## config.mk

```make
export PLATFORM = sky130hd
export DESIGN_NAME = fp32_to_int32_scaled_pipe
export DESIGN_NICKNAME = d
export VERILOG_FILES = /design/src/rtl/fp32_to_int32_scaled_pipe.sv
export SDC_FILE = /design/constraint.sdc
export NUM_CORES = 1
export LEC_CHECK = 0
export BUFFER_PORTS_ARGS = -buffer_cell sky130_fd_sc_hd__buf_2
export CORE_ASPECT_RATIO = 0.6
export CORE_MARGIN = 2
export CORE_UTILIZATION = 55
export DETAILED_ROUTE_END_ITERATION = 10
export PLACE_DENSITY = 0.74
export SLEW_MARGIN = 10
export SYNTH_ARGS = -nofsm -noshare
export SYNTH_HDL_FRONTEND = slang
export SYNTH_SLANG_ARGS = --single-unit
```

## constraint.sdc

```tcl
create_clock -name clk -period 4.2 [get_ports clk]
set_input_delay 0.84 -clock clk [delete_from_list [all_inputs] [get_ports clk]]
set_output_delay 0.84 -clock clk [all_outputs]
set_load 0.02 [all_outputs]
```

## src/rtl/fp32_to_int32_scaled_pipe.sv

```systemverilog
// FP32 to signed int32 fixed-point converter (round-to-nearest-even, saturating).
// Three-stage pipeline: unpack/classify, shift/round, sign/saturate; all stages stall together.
module fp32_to_int32_scaled_pipe #(
  parameter int FRAC_IN = 7
) (
  input  logic        clk,
  input  logic        rst,
  input  logic        in_valid,
  output logic        in_ready,
  input  logic [31:0] fp_in,
  output logic        out_valid,
  input  logic        out_ready,
  output logic [31:0] int_out,
  output logic        ovf,
  output logic        inv,
  output logic        inexact
);

  typedef enum logic [1:0] {
    CLS_ZERO = 2'd0,
    CLS_NORM = 2'd1,
    CLS_INF  = 2'd2,
    CLS_NAN  = 2'd3
  } cls_t;

  logic              adv_s;
  logic [7:0]        exp_s;
  logic [22:0]       man_s;
  logic signed [9:0] ef_s;
  cls_t              cls_s;
  logic              inx_in_s;

  logic              v1_r;
  logic              sign1_r;
  cls_t              cls1_r;
  logic signed [9:0] ef1_r;
  logic [23:0]       sig1_r;
  logic              inx1_r;

  logic signed [9:0] sh_s;
  logic [9:0]        rsh_s;
  logic [49:0]       ext_s;
  logic              guard_s;
  logic              sticky_s;
  logic [32:0]       mag_s;
  logic              big_s;
  logic              inx2_s;

  logic              v2_r;
  logic              sign2_r;
  cls_t              cls2_r;
  logic [32:0]       mag2_r;
  logic              big2_r;
  logic              inx2_r;

  logic [31:0]       res_s;
  logic              ovf_s;
  logic              inv_s;
  logic              inx3_s;

  assign adv_s    = out_ready | ~out_valid;
  assign in_ready = adv_s;

  // Stage 1: unbiased exponent plus output scaling (ef = E + FRAC_IN), and operand class.
  always_comb begin
    exp_s    = fp_in[30:23];
    man_s    = fp_in[22:0];
    ef_s     = $signed({2'b00, exp_s}) - 10'sd127 + $signed(10'(FRAC_IN));
    inx_in_s = 1'b0;
    if (exp_s == 8'd0) begin
      cls_s    = CLS_ZERO;
      inx_in_s = (man_s != 23'd0);
    end else if (exp_s == 8'hFF) begin
      cls_s = (man_s != 23'd0) ? CLS_NAN : CLS_INF;
    end else begin
      cls_s = CLS_NORM;
    end
  end

  // Stage 2: align significand; right shifts keep guard/sticky for RNE rounding.
  always_comb begin
    sh_s     = ef1_r - 10'sd23;
    rsh_s    = 10'd0;
    ext_s    = 50'd0;
    guard_s  = 1'b0;
    sticky_s = 1'b0;
    mag_s    = 33'd0;
    big_s    = 1'b0;
    inx2_s   = inx1_r;
    if (cls1_r == CLS_NORM) begin
      big_s = (ef1_r >= 10'sd31);
      if (ef1_r >= 10'sd32) begin
        // Beyond 2^32 the exact magnitude is irrelevant; clamp so both signs saturate.
        mag_s = 33'h1_FFFF_FFFF;
      end else if (!sh_s[9]) begin
        mag_s = {9'd0, sig1_r} << sh_s[3:0];
      end else begin
        rsh_s = 10'(-sh_s);
        if (rsh_s > 10'd25) begin
          mag_s  = 33'd0;
          inx2_s = 1'b1;
        end else begin
          ext_s    = {sig1_r, 26'd0} >> rsh_s[4:0];
          guard_s  = ext_s[25];
          sticky_s = |ext_s[24:0];
          mag_s    = {9'd0, ext_s[49:26]} + {32'd0, guard_s & (sticky_s | ext_s[26])};
          inx2_s   = guard_s | sticky_s;
        end
      end
    end else begin
      mag_s = 33'd0;
    end
  end

  // Stage 3: apply sign and saturate; -2^31 is representable without overflow.
  always_comb begin
    res_s  = 32'd0;
    ovf_s  = 1'b0;
    inv_s  = 1'b0;
    inx3_s = 1'b0;
    case (cls2_r)
      CLS_ZERO: begin
        inx3_s = inx2_r;
      end
      CLS_NAN: begin
        inv_s = 1'b1;
      end
      CLS_INF: begin
        res_s = sign2_r ? 32'h8000_0000 : 32'h7FFF_FFFF;
        ovf_s = 1'b1;
      end
      CLS_NORM: begin
        if (!sign2_r) begin
          if (big2_r || (mag2_r > 33'h0_7FFF_FFFF)) begin
            res_s = 32'h7FFF_FFFF;
            ovf_s = 1'b1;
          end else begin
            res_s  = mag2_r[31:0];
            inx3_s = inx2_r;
          end
        end else begin
          if (mag2_r > 33'h0_8000_0000) begin
            res_s = 32'h8000_0000;
            ovf_s = 1'b1;
          end else if (mag2_r == 33'h0_8000_0000) begin
            res_s  = 32'h8000_0000;
            inx3_s = inx2_r;
          end else begin
            res_s  = 32'd0 - mag2_r[31:0];
            inx3_s = inx2_r;
          end
        end
      end
      default: begin
        res_s = 32'd0;
      end
    endcase
  end

  // Pipeline registers: every stage advances together on adv, otherwise all hold.
  always_ff @(posedge clk) begin
    if (rst) begin
      v1_r      <= 1'b0;
      sign1_r   <= 1'b0;
      cls1_r    <= CLS_ZERO;
      ef1_r     <= 10'sd0;
      sig1_r    <= 24'd0;
      inx1_r    <= 1'b0;
      v2_r      <= 1'b0;
      sign2_r   <= 1'b0;
      cls2_r    <= CLS_ZERO;
      mag2_r    <= 33'd0;
      big2_r    <= 1'b0;
      inx2_r    <= 1'b0;
      out_valid <= 1'b0;
      int_out   <= 32'd0;
      ovf       <= 1'b0;
      inv       <= 1'b0;
      inexact   <= 1'b0;
    end else if (adv_s) begin
      v1_r      <= in_valid;
      sign1_r   <= fp_in[31];
      cls1_r    <= cls_s;
      ef1_r     <= ef_s;
      sig1_r    <= {1'b1, man_s};
      inx1_r    <= inx_in_s;
      v2_r      <= v1_r;
      sign2_r   <= sign1_r;
      cls2_r    <= cls1_r;
      mag2_r    <= mag_s;
      big2_r    <= big_s;
      inx2_r    <= inx2_s;
      out_valid <= v2_r;
      int_out   <= res_s;
      ovf       <= ovf_s;
      inv       <= inv_s;
      inexact   <= inx3_s;
    end else begin
      v1_r      <= v1_r;
      v2_r      <= v2_r;
      out_valid <= out_valid;
    end
  end

endmodule

```

==> flow_summary.yaml, run 1 <==
run_status:
  outcome: "complete, no violations"
worst_hold_path:
  hold_path.class: "register to register"
  whs_path_depth: 2
  worstHoldEndpoint: "int_out[19]$_SDFFE_PP0P_"
  worstHoldStart: "int_out[19]$_SDFFE_PP0P_"
sta:
  tightest_slew_ns: 1.04
  finalWorstSetupSlack_ns: 0.254
  max_freq_mhz: 253
  fin_crit_sh: 0.940
  final-setup-viol-count: 0
  drv_slew: 0
  finalHoldViolations: 0
  setup_tns_ns: 0
  skew_ns: 0.0110
  slew_headroom: 0.305
  finalCriticalPeriod_ns: 3.95
clocking:
  cts_hold_buffers: 0
  clock_sinks: 114
  clk_pin_slew_ns: 0.06
  clock_path_buffers: 2
  htreeDepth: 4
  clk_latency_ns: 0.43
  cts_root_buf: "clkbuf_16"
  cts-buffers-inserted: 17
  cts_tree: "done"
worst_setup_path:
  r2r.worst_path.cells: 16
  path_class: "register to register"
  arrival_ns: 4.28
  startpoint: "ef1_r[1]$_SDFFE_PP0P_"
  cp-start-kind: "register"
  critPathRequiredTime_ns: 4.53
  r2r-start: "ef1_r[1]$_SDFFE_PP0P_"
  worst-path-max-fanout: 18
  endpoint_kind: "register"
  r2r_setup_slack_ns: 0.25
  r2r-end: "mag2_r[18]$_SDFFE_PP0P_"
global_routing:
  grt_pass1_vias: 9278
  use_met3: 0.133
  gr-usage-met2: 0.453
  grt_pass1_wl_um: 51800
  grt_max_degree: 77
  grt_use_total: 0.357
  grt-busiest-layer: "met1"
  grt-ovfl-total: 0
  antenna_found_initial: 0
  grtUsageMet1: 0.549
die:
  fp-row-count: 37
  core_um2: 17100
  fp.dieW_um: 175
  ios: 73
  dieArea_um2: 18600
  die_h_um: 106
  initial_core_util: 0.562
drt:
  dr.pass1.iters: 6
  num_vias: 10800
  drc_errors: 0
  wl_per_cell_um: 20.5
  ant_nets: 0
  vias_per_cell: 6.60
  routed_wirelength_um: 33600
  drt_iter0_drc: 1640
pwr:
  comb_power_share: 0.360
  leakage_nw: 4.09
  p_sw_frac: 0.398
  internal_power_mw: 2.45
  peakVddDrop_mv: 0.261
  powerDensity_nw_per_um2: 374
  p_sw_mw: 1.62
  pwr-share-seq: 0.309
  clockPowerShare: 0.331
synth:
  synth_area_leaders: "dfxtp_1 24%, a21oi_1 9.3%, nand2_1 8.0%"
  synth_top_area_frac: 0.237
  synth-main-ff-cell: "dfxtp_1"
  async_flop_share: 0
  synth-seq-area-share: 0.237
  yosys.area.top_type: "dfxtp_1"
  synth_nets: 1402
  yosysUniqueCellTypes: 94
  avgSynthCellArea_um2: 7.11
  netlist_area_um2: 9620
  synth_edf_count: 0
  synth_warnings: 0
  ys_ff_latch: 114
  synthCells: 1353
cells_and_area:
  nets: 1439
  drive_above_1_share: 0.171
  antenna_cells: 0
  area_growth_pct: 13.0
  final_cells: 1637
placed_design:
  pre_cts_slack_ns: 0.0805
  port_buffers: 72
  gp_congestion: 1.00
  dpl.hpwl_um: 24900
  dp.cells: 1603
job:
  maxCapViolCount: 0
-- worst max-delay path, stage by stage, from the launching register on --
cell and delay (ns):
dfxtp_1 0.33, inv_1 0.08, ha_4 0.35, nor2_1 0.05, a31o_1 0.29, a221oi_4 0.44, buf_6 0.24, a21oi_1 0.10
a31oi_2 0.20, a32o_2 0.25, ha_2 0.28, nand2_1 0.11, nor4_4 0.21, o21ai_4 0.08, nor4_2 0.24, mux2_1 0.35
a221oi_1 0.23
-- logic make-up after synthesis --
| logic type | after synthesis | share of synthesized area |
|---|---|---|
| AOI/OAI and AO/OA | 414 | 0.270 |
| xor gates and xnor gates | 41 | 0.0381 |
| DFF | 114 | 0.237 |
| and+or+nand+nor | 554 | 0.272 |
| muxes | 74 | 0.0973 |
| adders and majority gates | 13 | 0.0169 |
| buffers and inverters | 143 | 0.0676 |
-- state kept, by name (all words and copies together), names as in the netlist --
| signal | flops |
|---|---|
| out_valid | 1 |
| sign2_r | 1 |
| int_out | 32 |
| inx2_r | 1 |
| sig1_r | 24 |
| v2_r | 1 |
| inexact | 1 |
| big2_r | 1 |
| cls2_r | 2 |
| sign1_r | 1 |
| inv | 1 |
| cls1_r | 2 |
| inx1_r | 1 |
| mag2_r | 33 |
| v1_r | 1 |
| ef1_r | 10 |
| ovf | 1 |
-- per-layer routing --
metal / vias up / share of wire
met4: 2 / 0.013
met1: 5099 / 0.47
met3: 43 / 0.14
met5: - / 0.0015
met2: 653 / 0.37
li1: 5012 / -
-- Yosys cell counts, types with 19 or more instances --
cell type  count
dfxtp_1      114
o21ai_0       74
nor2_1       141
xor2_1        19
mux2i_1       44
nand3_1       45
inv_1         22
clkbuf_1      80
xnor2_1       21
nand4_1       28
nand2_1      205
a21oi_1      178
nor3_1        43
-- layout make-up --
type,instances,area [um^2]
Sequential cell,114,2280
Fill cell,1600,6260
Inverter,26,97.6
Multi-Input combinational cell,1096,6780
Timing Repair Buffer,135,870
Clock buffer,17,425
Tap cell,234,293
Clock inverter,15,121
-- through the flow --
step	utilization	total power [mW]	hold slack, ns	cell area, um^2
final	0.634	4.07	0.454	10900
after global placement	0.598	2.63	0.437	10200
after floorplan	-	2.23	0.432	9620
after global routing	0.634	4.23	0.473	10900
after CTS	0.630	3.98	0.455	10800
after detailed placement	0.598	2.64	0.444	10200
-- cells in the final DEF (no fill, tap or decap), types with 18 or more instances in the layout --
cell type,n
nand3_1,45
inv_1,21
nand2_1,205
mux2i_1,43
nor4_1,18
a211oi_1,18
nor2_1,140
clkbuf_16,18
buf_2,71
dfxtp_1,113
nor3_1,43
a21oi_1,178
o21ai_0,74
buf_4,61
xnor2_1,20
nand4_1,28
-- timing repair --
action | CTS | global route
buffers inserted | 0 | 1
endpoints found under the setup margin | 0 | 7
gates resized for setup | 0 | 8
-- power by group through the flow --
stage          clock (mW)  sequential, mW  combinational (mW)
2_1_floorplan           0            1.22                1.01
3_3_place_gp            0            1.27                1.36
3_5_place_dp            0            1.27                1.37
4_1_cts              1.36            1.25                1.38
5_1_grt              1.40            1.26                1.57
6_report             1.35            1.25                1.46
-- worst max path at each step --
| stage | cells past startpoint | to | slack [ns] |
|---|---|---|---|
| after floorplan | 18 | mag2_r[18]$_SDFFE_PP0P_ | 0.05 |
| after global placement | 16 | mag2_r[22]$_SDFFE_PP0P_ | 0.25 |
| after detailed placement | 16 | mag2_r[18]$_SDFFE_PP0P_ | 0.08 |
| after CTS | 16 | mag2_r[18]$_SDFFE_PP0P_ | 0.09 |
| after global routing | 15 | mag2_r[18]$_SDFFE_PP0P_ | -0.04 |
| final | 16 | mag2_r[18]$_SDFFE_PP0P_ | 0.25 |
Power figures use the tool's default switching activity.
==> inputs of run 2 (changes only) <==
- CORE_UTILIZATION: 55 -> 65
- PLACE_DENSITY: 0.74 -> 0.82
- clock period: 4.2 -> 4.6 ns (I/O delays scaled with it)
==> flow_summary.yaml, run 2 (synthesis results as in run 1) <==
drt:
  drt_iter0_drc: 1516
  vias_per_cell: 6.85
  wl_per_cell_um: 21.3
  ant_nets: 0
  drc_errors: 0
  dr.pass1.iters: 7
  num_vias: 10800
  routed_wirelength_um: 33700
cells_and_area:
  register_area_um2: 2280
  final_cells: 1581
  antenna_cells: 0
  largest_register: "mag2_r"
  mostFrequentLayoutCell: "nand2_1"
  nets: 1419
  layout_common_cells: "205 x nand2_1, 178 x a21oi_1, 140 x nor2_1"
  drive_above_1_share: 0.157
  multiInputGateArea_um2: 6750
  area_growth_pct: 10.7
  top_regs: "mag2_r (33), int_out (32), sig1_r (24)"
  largest_reg_flops: 33
  n_fill_cell: 1188
pwr:
  clockPowerShare: 0.352
  leakage_nw: 4.00
  p_sw_frac: 0.399
  peakVddDrop_mv: 0.255
  p_sw_mw: 1.50
  powerDensity_nw_per_um2: 353
  comb_power_share: 0.343
  pwr-share-seq: 0.305
  internal_power_mw: 2.26
worst_setup_path:
  r2r_setup_slack_ns: 0.24
  max_stage_delay_ns: 0.48
  cpMaxStageDelayCell: "mux2i_1"
  cp-start-kind: "register"
  cpMostUsedCell: "nor4_2"
  arrival_ns: 4.67
  path_class: "register to register"
  r2r-end: "mag2_r[18]$_SDFFE_PP0P_"
  r2r-start: "ef1_r[1]$_SDFFE_PP0P_"
  worst-path-max-fanout: 10
  critPathRequiredTime_ns: 4.92
  endpoint_kind: "register"
  r2r.worst_path.cells: 14
  worstPathCellList: "inv_1 -> ha_2 -> mux2i_1 -> a211o_1 -> nand2_2 -> o211ai_1 -> a32o_2 -> ha_1 -> nand2_1 -> nor4_2 -> o21ai_4 -> nor4_2 -> mux2_1 -> a221oi_1"
placed_design:
  dp.cells: 1549
  port_buffers: 72
  gp_congestion: 0.982
  dpl.hpwl_um: 24200
clocking:
  cts_hold_buffers: 0
  clock_path_buffers: 2
  clk_pin_slew_ns: 0.06
  cts_tree: "done"
  clock_sinks: 114
  htreeDepth: 4
  clk_latency_ns: 0.43
  post_cts_buffers: 0
  cts-buffers-inserted: 17
  cts_root_buf: "clkbuf_16"
die:
  fp-row-count: 34
  ios: 73
  initial_core_util: 0.665
  dieArea_um2: 15800
  core_um2: 14500
  fp.dieW_um: 161
  die_h_um: 98.2
sta:
  max_freq_mhz: 230
  final-setup-viol-count: 0
  drv_slew: 0
  finalHoldViolations: 0
  skew_ns: 0.0175
  finalCriticalPeriod_ns: 4.36
  setup_tns_ns: 0
  tightest_slew_ns: 1.15
  fin_crit_sh: 0.947
  rsz0062_at_grt: "no"
  slew_headroom: 0.230
global_routing:
  grt_max_degree: 72
  grt_use_total: 0.427
  antenna_found_initial: 0
  grt_pass1_wl_um: 53300
  grt_pass1_vias: 9755
  grt-ovfl-total: 0
worst_hold_path:
  whs_path_depth: 2
  worstHoldStart: "int_out[21]$_SDFFE_PP0P_"
  worstHoldEndpoint: "int_out[21]$_SDFFE_PP0P_"
  hold_path.class: "register to register"
job:
  maxCapViolCount: 0
run_status:
  outcome: "complete, no violations"
[run 2: what timing repair did]
action,4_1_cts,5_1_grt
resized for setup,0,1
endpoints found under the hold margin,0,0
endpoints found under the setup margin,0,1
[run 2: per-stage QoR]
| step | util | instance area, um^2 | total power, mW | setup WS, ns | hold slack [ns] |
|---|---|---|---|---|---|
| final | 0.736 | 10700 | 3.76 | 0.245 | 0.452 |
| after global routing | 0.736 | 10700 | 3.90 | 0.0380 | 0.477 |
| after CTS | 0.736 | 10600 | 3.69 | 0.303 | 0.449 |
| after detailed placement | 0.696 | 10100 | 2.38 | 0.390 | 0.440 |
| after floorplan | - | 9620 | 2.04 | 0.380 | 0.432 |
| after global placement | 0.696 | 10100 | 2.36 | 0.492 | 0.436 |
[run 2: cell type report]
cell class | count | share of cell area
clock inverters | 15 | 0.0140
multi-input cells | 1096 | 0.634
well taps | 198 | 0.0233
repair buffers | 115 | 0.0655
inverters | 26 | 0.00916
clock buffers | 17 | 0.0399
flip-flops and latches | 114 | 0.214
[run 2: power groups by stage]
stage,combinational [mW],clock (mW),sequential (mW)
2_1_floorplan,0.921,0,1.11
5_1_grt,1.38,1.37,1.15
6_report,1.29,1.32,1.15
3_5_place_dp,1.22,0,1.16
3_3_place_gp,1.21,0,1.16
4_1_cts,1.23,1.32,1.14
[run 2: worst max-delay path, delay by kind of cell, from the launching register on]
| family | cells | cell delay [ns] |
|---|---|---|
| adder cells (fa/ha/maj) | 2 | 0.70 |
| buffers and inverters | 1 | 0.06 |
| AND/OR/NAND/NOR | 4 | 0.83 |
| flip-flops | 1 | 0.33 |
| multiplexers | 2 | 0.84 |
| AO/OA/AOI/OAI | 5 | 1.50 |
[run 2: routing by layer]
layer,wire length (um),GRT usage
met5,0,0
met4,564,0.0955
met3,5680,0.210
met2,12900,0.568
met1,14600,0.615
[run 2: worst max path at each step]
stage / start / endpoint / cells past startpoint
2_1_floorplan: ef1_r[0]$_SDFFE_PP0P_ / mag2_r[18]$_SDFFE_PP0P_ / 19
3_3_place_gp: ef1_r[1]$_SDFFE_PP0P_ / mag2_r[18]$_SDFFE_PP0P_ / 16
3_5_place_dp: ef1_r[1]$_SDFFE_PP0P_ / mag2_r[18]$_SDFFE_PP0P_ / 16
4_1_cts: ef1_r[1]$_SDFFE_PP0P_ / mag2_r[18]$_SDFFE_PP0P_ / 16
5_1_grt: ef1_r[1]$_SDFFE_PP0P_ / mag2_r[18]$_SDFFE_PP0P_ / 14
6_report: ef1_r[1]$_SDFFE_PP0P_ / mag2_r[18]$_SDFFE_PP0P_ / 14
